`src/rtl/io_input_bank.sv`:
```
// io_input_bank: memory-mapped bank of NPORTS synchronised input ports.
// Each port is resynchronised, then reloaded into a port register every
// cycle. Changes seen at the port register are latched as sticky flags in
// STATUS (clear-on-read), and a registered interrupt is raised from the
// masked flags. Reads are combinational and decoded from addr[7:2].
module io_input_bank #(
    parameter int         NPORTS      = 4,
    parameter int         WIDTH       = 32,
    parameter int         SYNC_STAGES = 2,
    parameter logic [5:0] BASE_SEL    = 6'b110000
) (
    input  logic                    io_clk,
    input  logic                    reset,
    input  logic [31:0]             addr,
    input  logic                    rd,
    input  logic                    we,
    input  logic [31:0]             wdata,
    input  logic [NPORTS*WIDTH-1:0] in_port,
    output logic [31:0]             io_read_data,
    output logic                    irq
);

    // Register selects sitting directly above the port window.
    localparam logic [5:0] STATUS_SEL = BASE_SEL + 6'(NPORTS);
    localparam logic [5:0] MASK_SEL   = BASE_SEL + 6'(NPORTS + 1);

    logic [5:0]              sel;
    logic [NPORTS*WIDTH-1:0] in_flat;
    logic [NPORTS-1:0]       set_vec;
    logic [NPORTS-1:0]       chg_reg;
    logic [NPORTS-1:0]       chg_next;
    logic [NPORTS-1:0]       mask_reg;
    logic [NPORTS-1:0]       mask_next;
    logic                    irq_reg;
    logic                    irq_next;
    logic                    status_rd;
    logic                    mask_wr;
    logic                    unused_bits;

    assign sel = addr[7:2];

    // Address and write-data bits outside the decoded/stored fields.
    assign unused_bits = ^{addr[31:8], addr[1:0], wdata[31:NPORTS]};

    // Per-port synchroniser, port register and change detector.
    generate
        for (genvar gi = 0; gi < NPORTS; gi++) begin : g_port
            logic [WIDTH-1:0] sync_reg [SYNC_STAGES];
            logic [WIDTH-1:0] in_reg;

            // Shift the raw input through the synchroniser chain.
            always_ff @(posedge io_clk or posedge reset) begin
                if (reset) begin
                    for (int k = 0; k < SYNC_STAGES; k++) begin
                        sync_reg[k] <= '0;
                    end
                end else begin
                    sync_reg[0] <= in_port[gi*WIDTH +: WIDTH];
                    for (int k = 1; k < SYNC_STAGES; k++) begin
                        sync_reg[k] <= sync_reg[k-1];
                    end
                end
            end

            // Port register reloads from the last sync stage every cycle.
            always_ff @(posedge io_clk or posedge reset) begin
                if (reset) begin
                    in_reg <= '0;
                end else begin
                    in_reg <= sync_reg[SYNC_STAGES-1];
                end
            end

            // A flag is raised whenever the port register is about to change.
            assign set_vec[gi]                 = (sync_reg[SYNC_STAGES-1] != in_reg);
            assign in_flat[gi*WIDTH +: WIDTH]  = in_reg;
        end
    endgenerate

    // Next-state for flags, mask and interrupt; a new event beats a clear.
    always_comb begin
        status_rd = rd && (sel == STATUS_SEL);
        mask_wr   = we && (sel == MASK_SEL);
        chg_next  = (chg_reg & ~(status_rd ? chg_reg : '0)) | set_vec;
        mask_next = mask_wr ? wdata[NPORTS-1:0] : mask_reg;
        irq_next  = |(chg_next & mask_next);
    end

    // Sticky change flags, mask and registered interrupt.
    always_ff @(posedge io_clk or posedge reset) begin
        if (reset) begin
            chg_reg  <= '0;
            mask_reg <= '0;
            irq_reg  <= 1'b0;
        end else begin
            chg_reg  <= chg_next;
            mask_reg <= mask_next;
            irq_reg  <= irq_next;
        end
    end

    // Combinational read mux; unmapped selects return zero.
    always_comb begin
        io_read_data = '0;
        for (int i = 0; i < NPORTS; i++) begin
            if (sel == BASE_SEL + 6'(i)) begin
                io_read_data = 32'(in_flat[i*WIDTH +: WIDTH]);
            end
        end
        if (sel == STATUS_SEL) begin
            io_read_data = 32'(chg_reg);
        end
        if (sel == MASK_SEL) begin
            io_read_data = 32'(mask_reg);
        end
    end

    assign irq = irq_reg;

endmodule

```
`config.mk`:
```
export PLATFORM = sky130hd
export DESIGN_NAME = io_input_bank
export DESIGN_NICKNAME = d
export VERILOG_FILES = /design/src/rtl/io_input_bank.sv
export SDC_FILE = /design/constraint.sdc
export NUM_CORES = 1
export LEC_CHECK = 0
export CORE_MARGIN = 2
export CORE_UTILIZATION = 51
export DETAILED_ROUTE_END_ITERATION = 8
export PLACE_DENSITY = 0.78
export SLEW_MARGIN = 20
export SYNTH_ARGS = -nofsm -noshare
export SYNTH_HDL_FRONTEND = slang
export SYNTH_SLANG_ARGS = --single-unit
```
`constraint.sdc`:
```
create_clock -name io_clk -period 18.7 [get_ports io_clk]
set_clock_uncertainty 0.1 [all_clocks]
set_input_delay 3.74 -clock io_clk [delete_from_list [all_inputs] [get_ports io_clk]]
set_output_delay 3.74 -clock io_clk [all_outputs]
set_load 0.05 [all_outputs]
```
## Word level (Yosys, flattened, before mapping)

Cells that the tools add are included.

- $mul: 0
- Mux-type cells: 8
- Bitwise logic cells: 4
- Add/sub/neg operators: 0
- Div/mod/pow operators: 0
- Reductions and logical operators: 3
- $lt $le $gt $ge: 0
- Eq/ne operators: 10
- Shifts and indexed selects: 0

Operator list:

| operator | count |
|---|---|
| $mux 32 | 6 |
| $ne 32x32->1 | 4 |
| $eq 6x6->1 const B | 6 |
| $and 4x4->4 | 2 |
| $mux 4 | 2 |
| $not 4->4 | 1 |
| $or 4x4->4 | 1 |
| $reduce_or 4->1 | 1 |
| $logic_and 1x1->1 | 2 |

- Memories kept: 0
- Input port bits: 196
- RAM bits: 0
- Flip-flop bits (word level): 393
- Latch bits: 0
- Word-level logic and storage cells: 40
- Bits in read-only memories: 0

## Logic depth before layout (Yosys ltp)

Gate-level depths: netlist (run 1).

- Depth in word-level cells: 8
- Depth in mapped cells: 7
- Depth with buffers taken out: 5

## Worst setup path after synthesis (run 1)

No wires, ideal clock.

- Kind: input to output
- From: in addr[2]
- To: out io_read_data[10]
- Required time: 14.860 ns
- Stages: 4
- Data arrival time: 5.261 ns
- Path slack: 9.599 ns
- Cell sequence: buf_2 buf_2 mux4_2 nor2b_1

- Word-level cells in the longest chain between the ends: 7
- Elaborated cells between the ends (all ways): 12
- Those cells by class: eq/ne: 6; mux: 6

Ends and longest elaborated chain:

| what | line | text |
|---|---|---|
| start, declared | 14 | `input logic [31:0] addr,` |
| $eq 6x6->1 | 106 | `if (sel == BASE_SEL + 6'(i)) begin` |
| $mux 32 (4 in series) | 106 |  |
| $mux 32 | 110 | `if (sel == STATUS_SEL) begin` |
| $mux 32 (*) | 113 | `if (sel == MASK_SEL) begin` |
| end, declared | 19 | `output logic [31:0] io_read_data,` |

Mark *: on every way between the ends. The rest lies on a longest branch, timed or not.

## Worst setup path in the final report (run 1)

- From: in addr[5]
- To: out io_read_data[1]

Same word-level chain as after synthesis.

==> results of run 1 <==
cells by family (layout without fill, tap and decap cells):
kind of cell           Yosys count  in the layout  synth area share
multiplexers                    39             39           0.06261
flip-flops                     393            393            0.7899
AND/OR/NAND/NOR                 85             85           0.04352
AO/OA/AOI/OAI                   11             11          0.005929
buffers and inverters           22            254          0.007939
XOR/XNOR                       128            128           0.09005
how the worst min path moves through the flow:
stage,to,depth (start not counted)
after floorplan,g_port[0].sync_reg[0]$_DFF_PP0_,0
after global placement,g_port[3].sync_reg[22]$_DFF_PP0_,0
after detailed placement,g_port[0].sync_reg[10]$_DFF_PP0_,0
after CTS,g_port[1].sync_reg[4]$_DFF_PP0_,0
after global routing,g_port[2].sync_reg[13]$_DFF_PP0_,0
final,g_port[3].sync_reg[30]$_DFF_PP0_,0
routing by layer:
metal	GRT usage	vias to the layer above	part of all wire	routed length, microns
met5	0	-	0.00053	13
met4	0.06265	2	0.023	568
met3	0.04831	41	0.062	1533
met2	0.3268	189	0.50	12330
met1	0.2760	3112	0.42	10260
li1	-	2705	-	-
placed cells by master (no fill, tap or decap), drive strengths merged, types with 2 or more instances in the layout:
| cell | synthesis | final |
|---|---|---|
| nor2b | 29 | 29 |
| mux4 | 31 | 31 |
| mux2i | 7 | 7 |
| clkdlybuf4s50 | 0 | 172 |
| nand3 | 4 | 4 |
| nor4 | 8 | 8 |
| clkbuf | 6 | 62 |
| inv | 10 | 10 |
| xnor2 | 128 | 128 |
| a31oi | 4 | 4 |
| nand4 | 33 | 33 |
| o22ai | 4 | 4 |
| bufinv | 0 | 2 |
| nand2 | 7 | 7 |
| buf | 6 | 8 |
| dfrtp | 393 | 393 |
cell type report:
class / count / area [sq um] / area share
well taps: 324 / 405.4 / 0.02556
repair buffers: 180 / 1822 / 0.1149
flip-flops and latches: 393 / 9834 / 0.6202
inverters: 10 / 45.04 / 0.002840
clock buffers: 62 / 1175 / 0.07409
clock inverters: 2 / 60.06 / 0.003787
multi-input cells: 263 / 2516 / 0.1587
per-stage QoR:
| stage | power (mW) | hold WS (ps) | utilization | setup slack (ps) | area [sq um] |
|---|---|---|---|---|---|
| detailed placement | 1.057 | 234.7 | 0.6029 | 8293 | 14580 |
| global route | 1.860 | 250.7 | 0.6559 | 8207 | 15860 |
| global placement | 1.054 | 233.1 | 0.6029 | 8313 | 14580 |
| CTS | 1.809 | 247.3 | 0.6539 | 8284 | 15810 |
| finish | 1.789 | 244.2 | 0.6559 | 8340 | 15860 |
| floorplan | 0.9951 | 231.2 | - | 3934 | 12450 |
worst max-delay path, stage by stage:
cell and delay [ps]:
clkdlybuf4s50_1 440, and3b_1 240, nand2b_1 470, buf_4 420, o32ai_1 130, nand2_1 80, o311a_1 150, clkdlybuf4s50_1 840
power groups by stage:
stage               combinational (mW)  clock [mW]  sequential, mW
floorplan                       0.0641           0           0.931
global placement                 0.119           0           0.935
detailed placement               0.119           0           0.938
CTS                              0.120       0.766           0.923
global route                     0.129       0.804           0.927
finish                           0.119       0.748           0.922
==> flow_summary.yaml, run 1 <==
job:
  maxCapViolations: 0
global_route:
  grt_pass1_vias: 6549
  grt.total_usage: 0.2016
  grt_overflow: 0
  antenna_found_initial: 1
  grt_pass1_wl_mm: 38.22
  grt_start_max_net_pins: 203
placed_design:
  place_hpwl_mm: 17.12
  dp.cells: 1168
  finalWeightedCongestion: 0.7855
  io_buffer_count: 174
sta:
  slew_viol_final: 0
  rsz0062_at_grt: "no"
  maxSlewHeadroom: 0.3223
  tns_ps: 0
  worst_pin_slew_ps: 1017
  finalCritPeriodShare: 0.5540
  hold_violations: 0
  setup_viol: 0
  clock.fmax_mhz: 96.52
  finalCriticalPeriod_ps: 10360
logic_synthesis:
  synth_area_leader_cell: "dfrtp_1"
  syn_area_per_cell_sq_um: 18.36
  synth.most_common_cell: "dfrtp_1"
  synth_top_area_share: 0.7899
  yosysWarnings: 0
  synth_enable_flop_cells: 0
  synth_area_leaders: "dfrtp_1 79%, xnor2_1 9.0%, mux4_2 5.6%"
  ys_seq_elements: 393
  syn-num-nets: 874
  ys_seq_area_frac: 0.7899
  synth.distinct_cells: 28
  syn_area_sq_um: 12450
  syn_inst: 678
  synth_flop_cell: "dfrtp_1"
  synth.top_cells.by_count: "393 x dfrtp_1, 128 x xnor2_1, 33 x nand4_1, 31 x mux4_2, 28 x nor2b_1"
  async_flop_share: 1.000
clocking:
  clkSinkCount: 393
  htree_num_levels: 2
  clock_path_buffers: 3
  clk_latency_ps: 510
  cts.clk_slew.worst_paths_ps: 60
  cts_tree: "built"
  cts_resized: 0
  cts_buffers: 38
  clockRootBuffer: "clkbuf_16"
  cts_setup_buffers: 0
  hold_buffers: 0
power:
  clockPowerShare: 0.418
  netSwitchingPower_mw: 0.3759
  pwr-share-seq: 0.515
  ir_drop_mv: 0.08746
  power.density_nw_per_um2: 112.8
  p_comb_frac: 0.066
  switching_share: 0.2101
  p_int_mw: 1.413
  power.leakage_nw: 6.591
setup_path:
  cp.required_ps: 14860
  r2r_end: "irq$_DFF_PP0_"
  path_max_fanout: 21
  crit_end: "io_read_data[1]"
  r2r_start: "g_port[2].in_reg[9]$_DFF_PP0_"
  worst_r2r_path_depth: 5
  crit_start: "addr[5]"
  critPathKind: "input port to output pin"
  endpoint_kind: "output pin"
  reg2reg_slack_ps: 16100
  critPathLaunchType: "input port"
  cp.arrival_ps: 6520
detailed_routing:
  drtPass1Iterations: 5
  wl_per_cell_microns: 20.02
  drc: 0
  drt-initial-drc-count: 399
  vias_per_cell: 4.902
  vias: 6049
  drtAntennaViolNets: 0
  routed_wl_mm: 24.71
final_layout:
  fin_nets: 1082
  drive_gt1_frac: 0.1055
  diodes: 0
  largest_reg_flops: 256
  fillers: 1623
  instances_no_fill: 1234
  syn_to_final_growth_pct: 27.38
status:
  status: "complete, no violations"
die:
  core_sq_um: 24180
  dieArea_sq_um: 25680
  start_util: 0.5149
  io-pin-count: 229
  num_rows: 57
  die_y_microns: 160.2
  die_x_microns: 160.2
hold_path:
  holdCritStartpoint: "g_port[3].sync_reg[62]$_DFF_PP0_"
  hp-class: "flop to flop"
(Power assumes the default switching activity.)
==> run 2: changes to the inputs <==
==> constraint.sdc (replaced) <==
create_clock -name io_clk -period 9.75 [get_ports io_clk]
set_clock_uncertainty 0.1 [all_clocks]
set_input_delay 1.95 -clock io_clk [delete_from_list [all_inputs] [get_ports io_clk]]
set_output_delay 1.95 -clock io_clk [all_outputs]
set_load 0.05 [all_outputs]
==> run 2 against run 1 <==
  * Combinational power is 92% higher
  * Flip-flop and latch count unchanged
  * Total power up 98%
  * Critical path depth shrank 1
  * Wire length increased by 2.3%
  * Count of clock-buffer cells in the layout down 8
  * Worst hold slack worse by 5.2 ps
  * Final cell count grew 0.65%
  * First-iteration DRC count fell by 10%
  * Setup slack worse by 5200 ps
  * Largest power group unchanged
==> flow_summary.yaml, run 2 (synthesis results as in run 1) <==
sta:
  finalCriticalPeriod_ps: 6641
  tns_ps: 0
  slew_viol_final: 0
  maxSlewHeadroom: 0.2925
  finalCritPeriodShare: 0.6811
  fin_ws_ps: 3109
  setup_viol: 0
  hold_violations: 0
  clock.fmax_mhz: 150.6
  rsz0062_at_grt: "no"
  worst_pin_slew_ps: 1061
clocking:
  cts.clk_slew.worst_paths_ps: 60
  cts_setup_buffers: 0
  cts_tree: "built"
  clockRootBuffer: "clkbuf_16"
  clk_latency_ps: 520
  cts_buffers: 39
  clkSinkCount: 393
  cts_resized: 0
  clock_path_buffers: 3
  htree_num_levels: 2
  hold_buffers: 0
final_layout:
  fin_util: 0.6600
  layout_commonest_cell: "dfrtp_1"
  fin_nets: 1083
  mostFrequentLayoutCells: "393 x dfrtp_1, 172 x clkdlybuf4s50_1, 128 x xnor2_1, 40 x clkbuf_16, 33 x nand4_1"
  diodes: 0
  instances_no_fill: 1242
  largest_reg_flops: 256
  drive_gt1_frac: 0.1242
  syn_to_final_growth_pct: 28.17
global_route:
  antenna_found_initial: 0
  met2_usage: 0.3312
  grt_use_met1: 0.2946
  grt_pass1_wl_mm: 39.21
  grt_start_max_net_pins: 168
  use_met3: 0.03662
  grt_overflow: 0
  grt_pass1_vias: 6784
  top_usage_layer: "met2"
  grt.total_usage: 0.2076
power:
  p_comb_frac: 0.065
  power.leakage_nw: 6.646
  power.density_nw_per_um2: 221.9
  clockPowerShare: 0.436
  switching_share: 0.2161
  pwr-share-seq: 0.499
  p_int_mw: 2.776
  netSwitchingPower_mw: 0.7651
  ir_drop_mv: 0.1383
placed_design:
  finalWeightedCongestion: 0.8417
  place_hpwl_mm: 17.47
  pre_cts_ws_ps: 3011
  dp.cells: 1170
  io_buffer_count: 174
detailed_routing:
  drc: 0
  vias_per_cell: 4.919
  drtPass1Iterations: 4
  drt-initial-drc-count: 359
  wl_per_cell_microns: 20.34
  vias: 6110
  routed_wl_mm: 25.27
  drtAntennaViolNets: 0
status:
  status: "complete, no violations"
job:
  maxCapViolations: 0
die:
  io-pin-count: 229
  die_y_microns: 160.2
  num_rows: 57
  dieArea_sq_um: 25680
  die_x_microns: 160.2
  core_sq_um: 24180
  start_util: 0.5149
setup_path:
  path_max_fanout: 21
  cp.arrival_ps: 4590
  cp.required_ps: 7700
  endpoint_kind: "output pin"
  critPathLaunchType: "input port"
  critPathKind: "input port to output pin"
hold_path:
  hp-class: "flop to flop"
-- run 2: changes by cell type in the layout (fill, tap and decap cells not counted), moves of 2 or more --
| cell | before | now |
|---|---|---|
| bufinv_16 | 2 | 4 |
| clkinvlp_4 | 0 | 4 |
| clkbuf_8 | 7 | 10 |
| clkbuf_1 | 14 | 4 |
| clkinv_2 | 0 | 9 |
-- run 2: per-stage QoR --
step	power [mW]	hold slack [ps]	area (sq um)
after floorplan	1.909	231.2	12450
after global placement	2.022	233.2	14590
after detailed placement	2.028	234.7	14590
after CTS	3.579	240.0	15950
after global routing	3.676	248.1	15960
final	3.541	239.0	15960
-- run 2: cell type report --
class / count / area (sq um)
clock buffer: 54 / 1154
clock inverter: 18 / 212.7
fill: 1630 / 8220
inverter: 10 / 41.29
multi-input combinational: 263 / 2516
sequential: 393 / 9834
tap: 324 / 405.4
timing repair buffer: 180 / 1793
-- run 2: final timing paths --
kind                                                     to  depth (start not counted)  slack, ps                             start
max in group asynchronous     g_port[0].in_reg[4]$_DFF_PP0_                          4       6150                             reset
min in group asynchronous  g_port[0].sync_reg[56]$_DFF_PP0_                          3       1930                             reset
hold / removal             g_port[1].sync_reg[20]$_DFF_PP0_                          0        240  g_port[1].sync_reg[52]$_DFF_PP0_
setup / recovery                            io_read_data[1]                          7       3110                           addr[2]
hold reg to reg            g_port[1].sync_reg[20]$_DFF_PP0_                          0        240  g_port[1].sync_reg[52]$_DFF_PP0_
setup reg to reg                              irq$_DFF_PP0_                          5       7100    g_port[2].in_reg[11]$_DFF_PP0_
-- run 2: per-layer routing --
metal | up-vias | part of all wire | wire length [microns]
met2 | 175 | 0.49 | 12390
li1 | 2717 | - | -
met4 | 0 | 0.030 | 748
met1 | 3165 | 0.44 | 11000
met3 | 53 | 0.045 | 1131
met5 | - | 0 | 0
-- run 2: power by group through the flow --
stage | Combinational, mW | Sequential [mW] | Clock [mW]
after floorplan | 0.123 | 1.79 | 0
after global placement | 0.229 | 1.79 | 0
after detailed placement | 0.231 | 1.80 | 0
after CTS | 0.233 | 1.77 | 1.58
after global routing | 0.248 | 1.78 | 1.65
final | 0.229 | 1.77 | 1.54
-- run 2: critical path, stage by stage --
cell and delay [ps]:
buf_2 610, buf_4 470, mux2_2 220, o22ai_1 60, o21ai_0 180, o311a_1 230
clkdlybuf4s50_1 820
